### config.mk
export PLATFORM = sky130hd
export DESIGN_NAME = rd_tid_alloc
export DESIGN_NICKNAME = d
export VERILOG_FILES = /design/src/rtl/rd_tid_alloc.sv
export SDC_FILE = /design/constraint.sdc
export NUM_CORES = 1
export LEC_CHECK = 0
export ABC_AREA = 0
export BUFFER_PORTS_ARGS = -buffer_cell sky130_fd_sc_hd__buf_2
export CAP_MARGIN = 20
export CELL_PAD_IN_SITES_DETAIL_PLACEMENT = 0
export CELL_PAD_IN_SITES_GLOBAL_PLACEMENT = 1
export CORE_ASPECT_RATIO = 1.1
export CORE_UTILIZATION = 35
export CTS_CLUSTER_SIZE = 14
export DETAILED_ROUTE_END_ITERATION = 16
export GPL_ROUTABILITY_DRIVEN = 0
export HOLD_SLACK_MARGIN = 0.03
export PLACE_DENSITY = 0.7
export SLEW_MARGIN = 40
export SYNTH_ARGS = -nofsm -noshare
export SYNTH_HDL_FRONTEND = slang
export SYNTH_SLANG_ARGS = --single-unit
### constraint.sdc
create_clock -name clk -period 2.8 [get_ports clk]
set_input_delay 0.56 -clock clk [delete_from_list [all_inputs] [get_ports clk]]
set_output_delay 0.56 -clock clk [all_outputs]
set_load 0.05 [all_outputs]
### src/rtl/rd_tid_alloc.sv
// Read-path tID allocator: stamps AXI AR requests with sequential tIDs and returns ARIDs on retire.
// Optional protocol checking is enabled by defining RD_TID_ALLOC_ERR_CHECK_EN.

module rd_tid_alloc #(
   parameter int ID_WIDTH   = 4,
   parameter int ADDR_WIDTH = 32,
   parameter int TID_MAX    = 16,
   parameter int TID_WIDTH  = $clog2(TID_MAX)
) (
   input  logic                  clk,
   input  logic                  rst,
   input  logic                  arvalid_i,
   output logic                  arready_o,
   input  logic [ID_WIDTH-1:0]   arid_i,
   input  logic [ADDR_WIDTH-1:0] araddr_i,
   output logic                  req_valid_o,
   input  logic                  req_ready_i,
   output logic [TID_WIDTH-1:0]  req_tid_o,
   output logic [ADDR_WIDTH-1:0] req_addr_o,
   input  logic                  retire_i,
   input  logic [TID_WIDTH-1:0]  retire_tid_i,
   output logic [ID_WIDTH-1:0]   retire_rid_o,
   output logic [TID_WIDTH:0]    outstanding_o,
   output logic                  err_o
);

   logic [TID_WIDTH:0]    outstanding_q, outstanding_d;
   logic [TID_WIDTH-1:0]  next_tid_q, next_tid_d;
   logic                  req_valid_q, req_valid_d;
   logic [TID_WIDTH-1:0]  req_tid_q, req_tid_d;
   logic [ADDR_WIDTH-1:0] req_addr_q, req_addr_d;
   logic [ID_WIDTH-1:0]   tbl_q [TID_MAX];
   logic                  accept;
   logic                  retire_ok;

   function automatic logic [TID_WIDTH-1:0] tid_inc(input logic [TID_WIDTH-1:0] t);
      return (t == TID_WIDTH'(TID_MAX - 1)) ? '0 : t + 1'b1;
   endfunction

   // Full is judged on the registered count, so a retire frees a slot only from the next cycle.
   assign arready_o = (outstanding_q < (TID_WIDTH+1)'(TID_MAX)) && (!req_valid_q || req_ready_i);
   assign accept    = arvalid_i && arready_o;
   assign retire_ok = retire_i && (outstanding_q != '0);

   always_comb begin
      outstanding_d = outstanding_q;
      next_tid_d    = next_tid_q;
      req_valid_d   = req_valid_q;
      req_tid_d     = req_tid_q;
      req_addr_d    = req_addr_q;
      case ({accept, retire_ok})
         2'b10:   outstanding_d = outstanding_q + 1'b1;
         2'b01:   outstanding_d = outstanding_q - 1'b1;
         default: outstanding_d = outstanding_q;
      endcase
      if (accept) begin
         next_tid_d  = tid_inc(next_tid_q);
         req_valid_d = 1'b1;
         req_tid_d   = next_tid_q;
         req_addr_d  = araddr_i;
      end else if (req_ready_i) begin
         req_valid_d = 1'b0;
      end
   end

   always_ff @(posedge clk or posedge rst) begin
      if (rst) begin
         outstanding_q <= '0;
         next_tid_q    <= '0;
         req_valid_q   <= 1'b0;
         req_tid_q     <= '0;
         req_addr_q    <= '0;
      end else begin
         outstanding_q <= outstanding_d;
         next_tid_q    <= next_tid_d;
         req_valid_q   <= req_valid_d;
         req_tid_q     <= req_tid_d;
         req_addr_q    <= req_addr_d;
      end
   end

   always_ff @(posedge clk) begin
      if (accept) tbl_q[next_tid_q] <= arid_i;
   end

   assign retire_rid_o  = ({1'b0, retire_tid_i} < (TID_WIDTH+1)'(TID_MAX)) ? tbl_q[retire_tid_i] : '0;
   assign req_valid_o   = req_valid_q;
   assign req_tid_o     = req_tid_q;
   assign req_addr_o    = req_addr_q;
   assign outstanding_o = outstanding_q;

`ifdef RD_TID_ALLOC_ERR_CHECK_EN
   logic [TID_WIDTH-1:0]  oldest_tid_q;
   logic                  err_q;
   logic                  ar_hold_q;
   logic [ID_WIDTH-1:0]   arid_q;
   logic [ADDR_WIDTH-1:0] araddr_q;
   logic                  viol;

   // A stalled AR (valid without ready) must keep valid, ARID and ARADDR stable next cycle.
   always_comb begin
      viol = (retire_i && (retire_tid_i != oldest_tid_q))
          || (retire_i && (outstanding_q == '0))
          || (ar_hold_q && (!arvalid_i || (arid_i != arid_q) || (araddr_i != araddr_q)));
   end

   always_ff @(posedge clk or posedge rst) begin
      if (rst) begin
         oldest_tid_q <= '0;
         err_q        <= 1'b0;
         ar_hold_q    <= 1'b0;
      end else begin
         if (retire_ok) oldest_tid_q <= tid_inc(oldest_tid_q);
         err_q     <= err_q | viol;
         ar_hold_q <= arvalid_i && !arready_o;
      end
   end

   always_ff @(posedge clk) begin
      arid_q   <= arid_i;
      araddr_q <= araddr_i;
   end

   assign err_o = err_q;
`else
   assign err_o = 1'b0;
`endif

endmodule

[Word-level counts from Yosys, hierarchy flattened]
Memory sizes are Yosys's and may differ from the RTL's.
Index checks and enable logic that the tools add are counted.
Storage, ports and cells
  register bits: 46
  bits in writable memories: 64
  output and inout bits: 48
  memories kept: 1
Memories
  tbl_q: depth 16, bits a word 4, read ports 1, clocked after memory_dff 0, wr ports 1, RTL line 32  | logic [ID_WIDTH-1:0] tbl_q [TID_MAX];
Operators by class
  $add $sub $neg: 3
  magnitude comparators: 1
  equality and inequality tests: 3
  multiplexer cells: 6
  reduce and logical (&&, ||, !) cells: 8
Operators with widths (number)
  5-bit case mux with 2 select lines: 1
  5-bit by 1-bit adder with 5-bit output (second input constant): 1
  5-bit less-than comparator (second input constant): 1
  5-bit nonzero test: 1
  5-bit by 1-bit subtractor with 5-bit output (second input constant): 1
  4-bit by 1-bit adder with 4-bit output (second input constant): 1
  4-bit == test (second input constant): 1
  1-bit 2-to-1 mux: 4
  4-bit 2-to-1 mux: 1
  2-bit nonzero test: 2
  1-bit logical AND: 3
  2-bit by 1-bit == test with 1-bit output (second input constant): 1
  2-bit == test (second input constant): 1
  1-bit logical NOT: 1
  1-bit logical OR: 1

[Depth between registers and ports, before layout]
  word-level depth: 6
  gate-level depth with buffers: 13

[Least setup slack after synthesis]
Ideal clock, no wire load.
  kind: reg-to-reg
  start: register outstanding_q[1] (netlist: outstanding_o[1])
  end: register outstanding_q[4] (netlist: outstanding_o[4])
  library setup time: 0.124 ns
  arrival time: 2.677 ns
  data required time: 2.676 ns
  slack: -0.002 ns
  cell stages (with the launch flop): 12
  buffers on the path: 2
  period minus slack after synthesis: 2.802 ns
  path through: dfrtp_1 > clkbuf_1 > or4_1 > o21a_1 > ha_1 > clkbuf_1 > xor2_1 > ha_1 > o21ai_0 > a221oi_1 > o21ai_0 > xnor2_1
Between the ends
  cells in the longest elaborated chain, start to end: 5
Ends and longest elaborated chain
  start, declared: RTL line 27  | logic [TID_WIDTH:0] outstanding_q, outstanding_d;
  start signal, assigned: RTL line 74  | outstanding_q <= outstanding_d;
  5-bit less-than comparator: RTL line 41  | assign arready_o = (outstanding_q < (TID_WIDTH+1)'(TID_MAX)) && (!req_valid_q || req_ready_i);
  1-bit logical AND: RTL line 41
  1-bit logical AND: RTL line 42  | assign accept = arvalid_i && arready_o;
  2-bit by 1-bit == test with 1-bit output or 2-bit == test (tied branches): RTL line 51  | case ({accept, retire_ok})
  5-bit case mux with 2 select lines or 2-bit nonzero test (tied branches)
Parallel ways exist; a longest one is shown, timed or not.
A chain may end at the register's enable or synchronous reset.

[Final worst setup path]
  start: register outstanding_q[0] (netlist: outstanding_o[0])
  end: register outstanding_q[4] (netlist: outstanding_o[4])
Same word-level chain as after synthesis.

==> flow_summary.json <==
{
  "synth_mux_area_share_pct": 17.7,
  "rsz0062_at_grt": "no",
  "fin_crit_ns": 2.51,
  "dieHeight_um": 122,
  "synth-seq-cells": 110,
  "die_area_um2": 13600,
  "placedCellCount": 520,
  "drtPass1Iterations": 10,
  "syn_area_per_cell_um2": 16.5,
  "drc": 8,
  "dieWidth_um": 111,
  "drive_gt1_share_pct": 41.7,
  "peakVddDrop_mv": 0.645,
  "slowest_delay_ns": 0.54,
  "ys_warn_count": 0,
  "synth_xor_area_share_pct": 1.33,
  "synth_edf_count": 64,
  "core_um2": 12800,
  "timing.final.crit_share_pct": 89.5,
  "clk_pin_slew_ns": 0.08,
  "crit_chain": "or4_1 > o21a_1 > ha_2 > xor2_1 > ha_1 > o21ai_0 > a221oi_1 > o21ai_0 > xnor2_1",
  "rrSetupSlack_ns": 0.29,
  "syn_inst": 279,
  "hold_viol_final": 0,
  "clock_latency_ns": 0.35,
  "start_kind": "flop",
  "yosys.cell_types.count": 35,
  "max_slew_margin_pct": 56.9,
  "swShare_pct": 43.0,
  "power_leakage_nw": 2.23,
  "synthesis.nets": 332,
  "ant_nets": 0,
  "drt_iter0_markers": 111,
  "pwr-share-comb_pct": 41.1,
  "cts_root_buf": "clkbuf_16",
  "rows": 43,
  "async_flop_share_pct": 41.8,
  "critPathKind": "reg -> reg",
  "ioPinCount": 93,
  "area_growth_pct": 19.8,
  "overflow": 0,
  "gr-usage-all-layers_pct": 13.6,
  "max_freq_mhz": 399,
  "cts_hold_buf": 0,
  "via_per_inst": 4.94,
  "slew_viol_final": 0,
  "critical_path.n_buffers_inverters": 0,
  "powerDensity_nw_per_um2": 1110,
  "drt-total-wl_um": 8500,
  "synthSimpleGateAreaFrac_pct": 6.21,
  "nets": 427,
  "port_buffers": 91,
  "cts_tree": "yes",
  "clkPwrFrac_pct": 20.5,
  "clock_sinks": 110,
  "clock_path_buffers": 2,
  "antenna_found_initial": 0,
  "postPlaceCellArea_um2": 5220,
  "violations": "design-rule violations",
  "end_kind": "flop",
  "htree_num_levels": 3,
  "synth-adder-area-share_pct": 2.17,
  "p_int_mw": 3.48,
  "worstMarginPinSlew_ns": 0.645,
  "num_vias": 2654,
  "status": "finished with violations",
  "cts_buffers": 9,
  "hold_class": "in -> async",
  "fin_area_um2": 5520,
  "cp_slowest_cell": "or4_1",
  "critPathTopFamily": "compound AO/OA/AOI/OAI gates",
  "ys_seq_area_share_pct": 66.6,
  "cts_setup_buffers": 0,
  "synth-compound-area-share_pct": 2.58,
  "grt_max_degree": 45,
  "grt_pass1_wl_um": 14000,
  "crit_arrival_ns": 2.73,
  "instances_no_fill": 537,
  "p_switching_mw": 2.63,
  "ys.flop_type": "edfxtp_1",
  "synth_top_family_by_area": "multiplexers",
  "setup-violations-final": 0,
  "syn-cell-area_um2": 4610,
  "grt_pass1_vias": 2747,
  "cp.required_ns": 3.03,
  "setup-tns-final_ns": 0,
  "fin_hold_ws_ns": 0.295,
  "place_hpwl_um": 5970,
  "start_util_pct": 36.2,
  "path_common_cell": "o21ai_0",
  "max_cap_violations": 0,
  "finalClockSkew_ns": 0.00762,
  "power.share.sequential_pct": 38.4,
  "cp_max_fo": 8,
  "routedWlPerCell_um": 15.8
}
[power by group through the flow]
stage	sequential (mW)	clock, mW	combinational [mW]
after floorplan	3.41	0	0.929
after global placement	2.37	0	2.52
after detailed placement	2.38	0	2.54
after CTS	2.35	1.30	2.54
after global routing	2.41	1.35	2.68
final	2.35	1.25	2.51
[area by class of cell]
cell class | instances | area (um2)
Inverter | 7 | 26.3
Tap cell | 157 | 196
Sequential cell | 110 | 3070
Clock inverter | 7 | 68.8
Timing Repair Buffer | 100 | 536
Fill cell | 1179 | 7230
Multi-Input combinational cell | 146 | 1390
Antenna cell | 1 | 2.50
Clock buffer | 9 | 225
[synthesized netlist by cell type (5+ instances only)]
cell	count	area share, %
nand3_1	12	1.3
o21ai_0	6	0.65
nand2b_1	5	0.68
dfrtp_1	46	25
ha_1	8	2.2
edfxtp_1	64	42
inv_1	7	0.57
nand2_1	13	1.1
buf_6	5	1.2
clkbuf_1	7	0.57
nor2_1	16	1.3
mux4_1	14	8.0
mux2_2	36	8.8
[cell families (layout without fill, tap and decap cells)]
logic type      after synthesis  in the layout
simple gates                 60             60
flops                       110            110
mux                          52             52
fa+ha+maj                     8              8
xor+xnor                      7              7
other cells                   1              2
compound gates               18             18
buf+inv                      23            123
[worst reg2reg max path, cell delays in order, from the launching register on]
cell and delay (ns):
dfrtp_1 0.46, or4_1 0.54, o21a_1 0.21, ha_2 0.23, xor2_1 0.16, ha_1 0.21
o21ai_0 0.09, a221oi_1 0.23, o21ai_0 0.14, xnor2_1 0.14
[per-layer routing]
metal  wire length (um)  up-vias  global-route usage [%]
li1                   -     1244                       -
met1               3650     1314                    16.6
met2               4190       84                    22.8
met3                502       12                    3.65
met4                153        0                    6.50
met5                  0        -                       0
[sequential cells by signal (all words and copies together) (netlist names)]
signal / count
req_valid_o: 1
tbl_q: 64
req_tid_o: 4
req_addr_o: 32
outstanding_o: 5
next_tid_q: 4
[layout by cell type (no fill, tap or decap), drive strengths merged, types with 2 or more instances in the layout]
master,instances
buf,100
edfxtp,64
dfrtp,46
mux2,36
nor2,16
mux4,16
nand2,13
nand3,12
inv,12
clkbuf,9
ha,8
o21ai,6
nand2b,5
xor2,4
a22oi,4
nor3,4
nand4,3
xnor2,3
nor2b,2
a21oi,2
nor3b,2
clkinv,2
[repair_timing]
item	CTS	global route
endpoints found under the hold margin	0	0
setup endpoints to repair	0	1
gates resized for setup	0	1
[through the flow]
stage	worst slack, ns	total power, mW	util (%)
floorplan	0.0338	4.34	-
global placement	0.287	4.88	41.0
detailed placement	0.207	4.91	41.0
CTS	0.204	6.19	43.3
global route	0.0440	6.44	43.3
finish	0.295	6.11	43.3
[final timing paths]
path                                  start               end  cells past startpoint
setup reg to reg           outstanding_o[0]  outstanding_o[4]                      9
hold reg to reg                req_tid_o[3]      req_tid_o[3]                      1
setup / recovery           outstanding_o[0]  outstanding_o[4]                      9
min in group clk               araddr_i[15]    req_addr_o[15]                      2
max in group asynchronous               rst  outstanding_o[4]                      3
hold / removal                          rst    req_addr_o[11]                      2
Note: power is estimated with default switching activity, not from simulation.
